==> config.mk <==
export PLATFORM = sky130hd
export DESIGN_NAME = interval_timer_ctrl
export DESIGN_NICKNAME = d
export VERILOG_FILES = /design/src/rtl/interval_timer_ctrl.sv
export SDC_FILE = /design/constraint.sdc
export NUM_CORES = 1
export LEC_CHECK = 0
export BUFFER_PORTS_ARGS = -buffer_cell sky130_fd_sc_hd__buf_2
export CORE_MARGIN = 5
export CORE_UTILIZATION = 50
export CTS_CLUSTER_DIAMETER = 30
export DETAILED_ROUTE_END_ITERATION = 10
export GPL_ROUTABILITY_DRIVEN = 0
export GPL_TIMING_DRIVEN = 1
export HOLD_SLACK_MARGIN = 0.05
export MAX_ROUTING_LAYER = met4
export PLACE_DENSITY = 0.85
export SLEW_MARGIN = 20
export SYNTH_ARGS = -nofsm -noshare
export SYNTH_HDL_FRONTEND = slang
export SYNTH_SLANG_ARGS = --single-unit
==> constraint.sdc <==
create_clock -name clk -period 2.3 [get_ports clk]
set_input_delay 0.46 -clock clk [delete_from_list [all_inputs] [get_ports clk]]
set_output_delay 0.46 -clock clk [all_outputs]
set_load 0.1 [all_outputs]
==> src/rtl/interval_timer_ctrl.sv <==
`default_nettype none
// ============================================================================
// Module   : interval_timer_ctrl
// Brief    : Programmable interval timer with one-shot/periodic modes, pause,
//            resume and stop control; emits tick, done and err pulses.
// Revision : 1.0 - initial release
// ============================================================================
module interval_timer_ctrl #(
  parameter int WIDTH = 8
) (
  input  logic             clk,
  input  logic             rst,
  input  logic             start,
  input  logic             stop,
  input  logic             pause,
  input  logic [WIDTH-1:0] period,
  input  logic             periodic,
  output logic             busy,
  output logic             paused,
  output logic [WIDTH-1:0] count,
  output logic             tick,
  output logic             done,
  output logic [WIDTH-1:0] periods,
  output logic             err
);

  typedef enum logic [1:0] {
    S_IDLE   = 2'd0,
    S_RUN    = 2'd1,
    S_PAUSED = 2'd2
  } state_t;

  localparam logic [WIDTH-1:0] c_ONE = WIDTH'(1);

  state_t           r_state;
  logic [WIDTH-1:0] r_count;
  logic [WIDTH-1:0] r_periods;
  logic [WIDTH-1:0] r_period_q;
  logic             r_mode_q;
  logic             r_busy;
  logic             r_paused;
  logic             r_tick;
  logic             r_done;
  logic             r_err;

  state_t           w_nxt_state;
  logic [WIDTH-1:0] w_nxt_count;
  logic [WIDTH-1:0] w_nxt_periods;
  logic [WIDTH-1:0] w_nxt_period_q;
  logic             w_nxt_mode_q;
  logic             w_nxt_tick;
  logic             w_nxt_done;
  logic             w_nxt_err;
  logic             w_last;

  assign w_last = (r_count == (r_period_q - c_ONE));

  always_ff @(posedge clk or posedge rst) begin
    if (rst) begin
      r_state    <= S_IDLE;
      r_count    <= '0;
      r_periods  <= '0;
      r_period_q <= '0;
      r_mode_q   <= 1'b0;
      r_busy     <= 1'b0;
      r_paused   <= 1'b0;
      r_tick     <= 1'b0;
      r_done     <= 1'b0;
      r_err      <= 1'b0;
    end else begin
      r_state    <= w_nxt_state;
      r_count    <= w_nxt_count;
      r_periods  <= w_nxt_periods;
      r_period_q <= w_nxt_period_q;
      r_mode_q   <= w_nxt_mode_q;
      r_busy     <= (w_nxt_state != S_IDLE);
      r_paused   <= (w_nxt_state == S_PAUSED);
      r_tick     <= w_nxt_tick;
      r_done     <= w_nxt_done;
      r_err      <= w_nxt_err;
    end
  end

  always_comb begin
    w_nxt_state    = r_state;
    w_nxt_count    = r_count;
    w_nxt_periods  = r_periods;
    w_nxt_period_q = r_period_q;
    w_nxt_mode_q   = r_mode_q;
    w_nxt_tick     = 1'b0;
    w_nxt_done     = 1'b0;
    w_nxt_err      = 1'b0;
    case (r_state)
      S_IDLE: begin
        if (start) begin
          if (period != '0) begin
            w_nxt_period_q = period;
            w_nxt_mode_q   = periodic;
            w_nxt_count    = '0;
            w_nxt_periods  = '0;
            w_nxt_state    = S_RUN;
          end else begin
            w_nxt_err = 1'b1;
          end
        end
      end
      S_RUN, S_PAUSED: begin
        // stop beats pause, pause beats counting; resume edge itself holds
        if (stop) begin
          w_nxt_state = S_IDLE;
          w_nxt_count = '0;
        end else if (pause) begin
          w_nxt_state = S_PAUSED;
        end else if (r_state == S_PAUSED) begin
          w_nxt_state = S_RUN;
        end else if (w_last) begin
          w_nxt_count   = '0;
          w_nxt_tick    = 1'b1;
          w_nxt_periods = r_periods + c_ONE;
          if (!r_mode_q) begin
            w_nxt_state = S_IDLE;
            w_nxt_done  = 1'b1;
          end
        end else begin
          w_nxt_count = r_count + c_ONE;
        end
      end
      default: begin
        w_nxt_state = S_IDLE;
        w_nxt_count = '0;
      end
    endcase
  end

  assign busy    = r_busy;
  assign paused  = r_paused;
  assign count   = r_count;
  assign tick    = r_tick;
  assign done    = r_done;
  assign periods = r_periods;
  assign err     = r_err;

endmodule
`default_nettype wire
==> results of run 1 <==
-- how the worst min path moves through the flow --
stage                                     from                        end  slack (ns)  cells after the start
final                                      rst  r_period_q[2]$_DFFE_PP0P_        0.24                      3
after global routing                       rst  r_period_q[6]$_DFFE_PP0P_        0.28                      3
after CTS                                  rst  r_period_q[2]$_DFFE_PP0P_        0.26                      3
after detailed placement  r_mode_q$_DFFE_PP0P_             done$_DFF_PP0_        0.47                      1
after global placement    r_mode_q$_DFFE_PP0P_             done$_DFF_PP0_        0.47                      1
after floorplan           r_mode_q$_DFFE_PP0P_             done$_DFF_PP0_        0.43                      1
-- area by class of cell --
class                   count  share of cell area [%]
clock buffers               7                    3.70
well taps                  48                    2.31
flip-flops and latches     32                    31.2
multi-input cells         151                    45.0
inverters                   8                    1.15
repair buffers             68                    16.6
-- per-stage QoR --
stage	total power, uW	hold WS (ns)	instances	TNS [ns]	cell area [um2]
final	3480	0.239	314	-2.16	2600
after CTS	3430	0.261	314	-1.90	2570
after floorplan	2330	0.429	195	-0.275	1960
after detailed placement	2830	0.468	302	-2.87	2370
after global placement	2760	0.472	302	-1.56	2370
after global routing	3700	0.278	314	-5.07	2600
-- worst register-to-register path: stages, from the launching register on --
cell      delay (ns)
dfrtp_1         0.40
inv_2           0.09
ha_4            0.15
nand3b_1        0.09
a311o_2         0.39
a2111o_1        0.55
o41a_1          0.42
a31oi_1         0.19
o22ai_1         0.11
-- power by group --
group | switching, uW | total, uW | internal, uW
clock | 203 | 469 | 266
sequential | 180 | 910 | 730
combinational | 1320 | 2100 | 781
total | 1710 | 3480 | 1780
-- kinds of logic after synthesis --
family                     synth area share, %
AOI/OAI and AO/OA                         17.3
xor gates and xnor gates                  4.55
adders and majority gates                 3.90
buffers and inverters                     3.18
DFF                                       41.6
muxes                                     5.84
and+or+nand+nor                           23.6
-- registers in the layout, indices dropped and copies added, names as in the netlist, 2 cells and up --
register    count
r_state         2
count           8
periods         8
r_period_q      8
-- metal layers --
layer / GRT usage [%] / wire (um) / vias to the layer above
met2: 34.0 / 2530 / 71
li1: - / - / 853
met1: 25.7 / 2110 / 874
met4: 10.6 / 111 / 0
met3: 4.29 / 315 / 14
met5: - / 0 / -
-- timing repair --
item	CTS	global route
gates resized for setup	16	7
pin swaps	9	6
endpoints found under the setup margin	21	22
buffers inserted	5	0
hold buffers	0	0
-- placed cells by master, fill, tap and decap left out, types with 2 or more instances in the layout --
cell,count
nand3_1,6
ha_1,5
buf_6,2
nor3_1,7
a21oi_1,5
buf_2,34
mux2_2,7
inv_1,6
o21ai_2,2
and2_1,2
a22o_1,4
dfrtp_2,6
nor2_1,10
inv_2,2
clkbuf_8,7
nor2b_1,5
nor2_2,2
nor3_2,4
or4_1,2
nand2_1,17
o211ai_1,2
and3_1,6
nand4_1,3
xnor2_1,6
o21ai_0,13
a21oi_2,3
nand2b_1,2
xor2_1,3
dfrtp_1,25
buf_4,32
a31oi_1,3
==> impl_metrics.tcl, run 1 <==
set metrics [dict create \
    synth_area_um2 1930 \
    critPathArrivalTime_ns 2.67 \
    place_ws_ns -0.195 \
    wire_per_inst_um 16.1 \
    row_count 22 \
    ys_types 51 \
    grt_max_degree 33 \
    timing.fmax_ghz 0.398 \
    synth.most_common_cell "dfrtp_1" \
    crit_family "compound AO/OA/AOI/OAI gates" \
    critPathLaunchType "register" \
    worstPathCellList "inv_2 -> ha_4 -> nand3b_1 -> a311o_2 -> a2111o_1 -> o41a_1 -> a31oi_1 -> o22ai_1" \
    slew_headroom_pct 65.4 \
    path_clk_slew_ns 0.06 \
    die-area_um2 5200 \
    fillers 277 \
    antenna_found_initial 0 \
    period_minus_slack_ns 2.51 \
    critPathCaptureType "register" \
    synth_top_cell_by_area "dfrtp_1" \
    cts_sinks 32 \
    setup_viol 21 \
    worstPathRequired_ns 2.46 \
    ys_top_cells_by_area "dfrtp_1 42%, mux2_2 4.7%, ha_1 3.9%" \
    firstDrtPassIters 4 \
    first_iter_violations 90 \
    core_area_um2 3690 \
    cts_tree "built" \
    synth_top_cells_by_count "32 x dfrtp_1, 17 x nand2_1, 14 x o21ai_0" \
    rr_endpoint "periods[3]$_DFFE_PP0P_" \
    hp-class "in2async" \
    drc 0 \
    grt_pass1_wl_mm 8.42 \
    diodes 0 \
    port_buffers 34 \
    crit_start "r_period_q[0]$_DFFE_PP0P_" \
    synth-seq-area-share_pct 41.6 \
    wl_mm 5.07 \
    maxSlewViolCount 0 \
    die_h_um 72.1 \
    synth_nets 215 \
    htree_levels 2 \
    p_leak_uw 0.00120 \
    layout-drive-gt1-share_pct 46.6 \
    worst-path-stages 8 \
    pin_count 35 \
    area_growth_pct 35.1 \
    fin_nets 286 \
    worst_clock_skew_ns 0.00634 \
    regArea_um2 812 \
    ys.flop_type "dfrtp_1" \
    power_density_nw_per_um2 1340 \
    finalCritPeriodShare_pct 109 \
    crit_slowest_cell "a2111o_1" \
    setup_ws_ns -0.214 \
    ir_drop_mv 0.935 \
    start_util_pct 52.2 \
    violations "negative setup slack" \
    crit_buf_inv 1 \
    yosysWarnings 0 \
    final-hold-violation-count 0 \
    regToRegSetupSlack_ns -0.21 \
    num_vias 1812 \
    cts_root_buf "clkbuf_8" \
    avgSynthCellArea_um2 9.88 \
    postRouteAntennaNets 0 \
    cp_max_fo 6 \
    timing.rr.start "r_period_q[0]$_DFFE_PP0P_" \
    clk_latency_ns 0.29 \
    synth-edff-count 0 \
    timing.critical_path.to "periods[3]$_DFFE_PP0P_" \
    outcome "finished, violations left" \
    die_w_um 72.1 \
    overflow 0 \
    maxCapViolCount 0 \
    fin_util_pct 70.6 \
    synth_top_area_share_pct 41.6 \
    r2r_cells 8 \
    avgViaCountPerCell 5.77 \
    grt_pass1_vias 1798 \
    track_usage_pct 21.3 \
    cts_buffers 5 \
    tightest_slew_ns 0.515 \
    multi_input_area_um2 1170 \
    max_stage_delay_ns 0.55 \
    path_class "reg2reg" \
    synth_seq_cells 32 \
    rsz0062_at_grt "yes" \
    clockBufferDepth 2 \
    synthArstFlopShare_pct 100 \
    hpwl_mm 3.54 \
    syn_inst 195 \
]
Power figures use the tool's default switching activity.
==> inputs of run 2 (changes only) <==
- CORE_UTILIZATION: 50 -> 59
- PLACE_DENSITY: 0.85 -> 0.93
- clock period: 2.3 -> 3 ns (I/O delays scaled with it)
==> run 2 against run 1 <==
Net effect: the flow now finishes without violations; design area fell by 15%; power down 36%; hold slack improved by 0.082 ns; sequential cell count unchanged; first-iteration DRC count is 38% higher; non-clock buffer count fell by 29; sequential share of layout area is 4.9 points higher; routed wire length fell by 24%; die area shrank 13%; critical path depth stayed put; register-to-register slack improved by 0.53 ns; critical endpoint is now periods[4]$_DFFE_PP0P_; highest routed layer unchanged.
==> impl_metrics.tcl, run 2 (synthesized netlist as in run 1, its figures left out) <==
set metrics [dict create \
    tns_ns 0 \
    layout-drive-gt1-share_pct 29.0 \
    htree_levels 2 \
    post-cts-setup-buffers 0 \
    antenna_found_initial 0 \
    grt_pass1_vias 1510 \
    avgViaCountPerCell 5.80 \
    cts_root_buf "clkbuf_4" \
    die_w_um 67.1 \
    track_usage_pct 20.2 \
    pwr-share-clk_pct 11.4 \
    sequentialPowerShare_pct 31.9 \
    path_clk_slew_ns 0.10 \
    row_count 20 \
    critPathLaunchType "register" \
    firstDrtPassIters 4 \
    cts_tree "built" \
    first_iter_violations 124 \
    swShare_pct 51.7 \
    cts_buffers 5 \
    critPathArrivalTime_ns 2.92 \
    die-area_um2 4510 \
    slew_headroom_pct 67.7 \
    grt_max_degree 33 \
    overflow 0 \
    tightest_slew_ns 0.488 \
    pin_count 35 \
    diodes 0 \
    core_area_um2 3100 \
    fillers 240 \
    num_vias 1637 \
    fin_nets 257 \
    p_leak_uw 0.00102 \
    multi_input_area_um2 1060 \
    cts_resized 0 \
    regArea_um2 801 \
    layout_common_cells "34 x buf_2, 32 x dfrtp_1, 17 x nand2_1" \
    timing.fmax_ghz 0.373 \
    worstPathRequired_ns 3.23 \
    cp_max_fo 8 \
    period_minus_slack_ns 2.68 \
    hp-class "in2async" \
    p_sw_uw 1160 \
    hold_ws_ns 0.322 \
    cts_sinks 32 \
    area_growth_pct 15.1 \
    wl_mm 3.88 \
    outcome "complete, no violations" \
    worst_clock_skew_ns 0.0113 \
    maxSlewViolCount 0 \
    rsz0062_at_grt "no" \
    maxCapViolCount 0 \
    setup_viol 0 \
    comb_power_share_pct 56.7 \
    start_util_pct 62.1 \
    timing.rr.start "r_period_q[2]$_DFFE_PP0P_" \
    port_buffers 34 \
    critPathCaptureType "register" \
    postRouteAntennaNets 0 \
    internal_power_uw 1080 \
    finalCritPeriodShare_pct 89.5 \
    ir_drop_mv 0.570 \
    clockBufferDepth 2 \
    drc 0 \
    final-hold-violation-count 0 \
    hpwl_mm 3.00 \
    path_class "reg2reg" \
    layout_commonest_cell "buf_2" \
    crit_start "r_period_q[2]$_DFFE_PP0P_" \
    wire_per_inst_um 13.7 \
    power_density_nw_per_um2 1010 \
    grt_pass1_wl_mm 6.68 \
    cts-hold-fix-buffers 0 \
    die_h_um 67.1 \
    clk_latency_ns 0.33 \
]
-- run 2: cell types whose count changed in the layout (fill, tap and decap cells not counted), moves of 5 or more --
| cell | before | now |
|---|---|---|
| buf_4 | 32 | 5 |
| dfrtp_1 | 25 | 32 |
| clkbuf_8 | 7 | 1 |
| dfrtp_2 | 6 | 0 |
| clkbuf_4 | 0 | 5 |
-- run 2: final cells by class --
cell class	instances	share of cell area (%)
clock buffers	8	2.65
well taps	44	2.48
multi-input cells	151	48.0
flip-flops and latches	32	36.1
repair buffers	39	9.37
inverters	8	1.35
-- run 2: final timing paths --
| check | slack (ns) | cells after the start | endpoint |
|---|---|---|---|
| worst max-delay path | 0.32 | 8 | periods[4]$_DFFE_PP0P_ |
| worst min-delay path | 0.32 | 3 | count[2]$_DFFE_PP0P_ |
| min in group clk | 0.48 | 3 | r_period_q[0]$_DFFE_PP0P_ |
| worst min register to register | 0.52 | 1 | done$_DFF_PP0_ |
| max in group asynchronous | 2.39 | 3 | r_period_q[6]$_DFFE_PP0P_ |
| worst max register to register | 0.32 | 8 | periods[4]$_DFFE_PP0P_ |
-- run 2: power groups by stage --
stage	combinational (uW)	clock (uW)	sequential, uW
6_report	1270	256	715
5_1_grt	1380	279	740
4_1_cts	1270	259	713
3_5_place_dp	1270	0	721
3_3_place_gp	1240	0	712
2_1_floorplan	696	0	1070
-- run 2: worst max-delay path: stages, from the launching register on --
cell and delay [ns]:
dfrtp_1 0.46, or4_4 0.53, nor4_4 0.15, xnor2_1 0.10, a2111o_1 0.52, nor3_2 0.40
buf_4 0.22, a41o_1 0.16, nor2_1 0.04
-- run 2: stage by stage --
step | cell area (um2) | setup slack (ns) | util (%) | instances | power (uW)
5_1_grt | 2220 | 0.157 | 71.5 | 282 | 2400
6_report | 2220 | 0.316 | 71.5 | 282 | 2240
4_1_cts | 2220 | 0.307 | 71.5 | 282 | 2250
3_5_place_dp | 2160 | 0.302 | 69.6 | 274 | 1990
3_3_place_gp | 2160 | 0.357 | 69.6 | 274 | 1960
2_1_floorplan | 1930 | 0.251 | - | 195 | 1770
-- run 2: metal layers --
metal,track usage (%),wire length (um),part of all wire [%]
met2,31.5,1820,47
met4,9.11,68,1.8
met5,-,0,0
met1,24.9,1730,45
met3,4.66,251,6.5
==> inputs of run 3 (changes only) <==
--- a/config.mk
+++ b/config.mk
@@ -17,2 +17,3 @@
 export PLACE_DENSITY = 0.93
+export RECOVER_POWER = 25
 export SLEW_MARGIN = 20
--- a/constraint.sdc
+++ b/constraint.sdc
@@ -3,2 +3,2 @@
 set_output_delay 0.6 -clock clk [all_outputs]
-set_load 0.1 [all_outputs]
+set_load 0.05 [all_outputs]
==> run 3 against run 2 <==
Net effect: routed wire length is essentially flat; maximum frequency about the same; critical path type unchanged; the flow now finishes with violations (max-capacitance violations, max-slew violations); global-route usage unchanged; clock skew barely moved; power shrank 9.1%; largest cell class unchanged.
==> impl_metrics.tcl, run 3 (synthesized netlist as in run 1, its figures left out) <==
set metrics [dict create \
    postRouteAntennaNets 0 \
    cts_tree "built" \
    finalCritPeriodShare_pct 89.5 \
    htree_levels 2 \
    fillers 242 \
    rsz0062_at_grt "no" \
    internal_power_uw 1080 \
    row_count 20 \
    pwr-share-clk_pct 12.6 \
    avgViaCountPerCell 5.79 \
    die_h_um 67.1 \
    critPathArrivalTime_ns 2.92 \
    swShare_pct 46.9 \
    maxSlewViolCount 33 \
    hold_path_depth 3 \
    sequentialPowerShare_pct 35.1 \
    place_ws_ns 0.302 \
    layout_commonest_cell "buf_2" \
    first_iter_violations 124 \
    path_clk_slew_ns 0.10 \
    hp-class "in2reg" \
    power_density_nw_per_um2 921 \
    worst_clock_skew_ns 0.0112 \
    grt_pass1_vias 1510 \
    regArea_um2 801 \
    cts-hold-fix-buffers 0 \
    area_growth_pct 14.9 \
    final-hold-violation-count 0 \
    comb_power_share_pct 52.4 \
    start_util_pct 62.1 \
    cts_sinks 32 \
    slew_headroom_pct -7.31 \
    clk_latency_ns 0.33 \
    diodes 0 \
    r2r_cells 8 \
    antenna_found_initial 0 \
    setup_ws_ns 0.316 \
    stdcell_count 282 \
    violations "max-capacitance violations, max-slew violations" \
    wire_per_inst_um 13.7 \
    hpwl_mm 3.00 \
    p_sw_uw 956 \
    die_w_um 67.1 \
    firstDrtPassIters 4 \
    layout_common_cells "34 x buf_2, 32 x dfrtp_1, 17 x nand2_1" \
    tightest_slew_ns 1.61 \
    track_usage_pct 20.2 \
    num_vias 1632 \
    port_buffers 34 \
    core_area_um2 3100 \
    p_leak_uw 0.00102 \
    timing.fmax_ghz 0.373 \
    cts_buffers 5 \
    post-cts-setup-buffers 0 \
    path_class "reg2reg" \
    outcome "finished, violations left" \
    dpl.cell_count 274 \
    worstPathRequired_ns 3.23 \
    grt_pass1_wl_mm 6.68 \
    cp_max_fo 8 \
    multi_input_area_um2 1060 \
    overflow 0 \
    fin_nets 257 \
    clockBufferDepth 2 \
    period_minus_slack_ns 2.68 \
    tns_ns 0 \
    critPathLaunchType "register" \
    maxCapViolCount 1 \
    die-area_um2 4510 \
    fin_util_pct 71.3 \
    cts_root_buf "clkbuf_4" \
    drc 0 \
    placed_area_um2 2160 \
    critPathCaptureType "register" \
    ir_drop_mv 0.472 \
    regToRegSetupSlack_ns 0.32 \
    final_cell_area_um2 2210 \
    layout-drive-gt1-share_pct 28.6 \
    setup_viol 0 \
    pin_count 35 \
    grt_max_degree 33 \
    wl_mm 3.88 \
    cts_resized 0 \
]
==> run 3: cell count changes in the layout (fill, tap and decap cells not counted), sizes merged <==
cell,before,now
clkbuf,8,9
buf,39,38
==> run 3: layout make-up <==
type | count | area share [%]
Multi-Input combinational cell | 151 | 48.1
Sequential cell | 32 | 36.2
Timing Repair Buffer | 39 | 9.21
Clock buffer | 8 | 2.66
Tap cell | 44 | 2.49
Inverter | 8 | 1.36
==> run 3: final timing paths <==
| check | from | endpoint |
|---|---|---|
| setup / recovery | r_period_q[2]$_DFFE_PP0P_ | periods[4]$_DFFE_PP0P_ |
| hold / removal | period[0] | r_period_q[0]$_DFFE_PP0P_ |
| setup reg to reg | r_period_q[2]$_DFFE_PP0P_ | periods[4]$_DFFE_PP0P_ |
| hold reg to reg | r_mode_q$_DFFE_PP0P_ | done$_DFF_PP0_ |
| max in group asynchronous | rst | r_period_q[6]$_DFFE_PP0P_ |
| min in group asynchronous | rst | count[2]$_DFFE_PP0P_ |
==> run 3: through the flow <==
| step | power, uW | hold WS (ns) |
|---|---|---|
| floorplan | 1570 | 0.429 |
| global placement | 1750 | 0.481 |
| detailed placement | 1790 | 0.491 |
| CTS | 2040 | 0.331 |
| global route | 2190 | 0.499 |
| finish | 2040 | 0.484 |
==> run 3: worst max-delay path: stages (launching register included) <==
cell	delay (ns)
dfrtp_1	0.46
or4_4	0.53
nor4_4	0.15
xnor2_1	0.10
a2111o_1	0.52
nor3_2	0.40
buf_4	0.22
a41o_1	0.16
nor2_1	0.04
==> run 3: layer usage <==
| layer | track usage [%] | wire length (um) | vias to the layer above |
|---|---|---|---|
| li1 | - | - | 800 |
| met1 | 24.9 | 1740 | 767 |
| met2 | 31.5 | 1820 | 60 |
| met3 | 4.66 | 241 | 5 |
| met4 | 9.11 | 68 | 0 |
| met5 | - | 0 | - |
==> run 3: power by group through the flow <==
stage               clock network (uW)  logic [uW]  registers (uW)
floorplan                            0         695             873
global placement                     0        1040             712
detailed placement                   0        1070             721
CTS                                259        1070             713
global route                       279        1170             740
finish                             256        1070             715
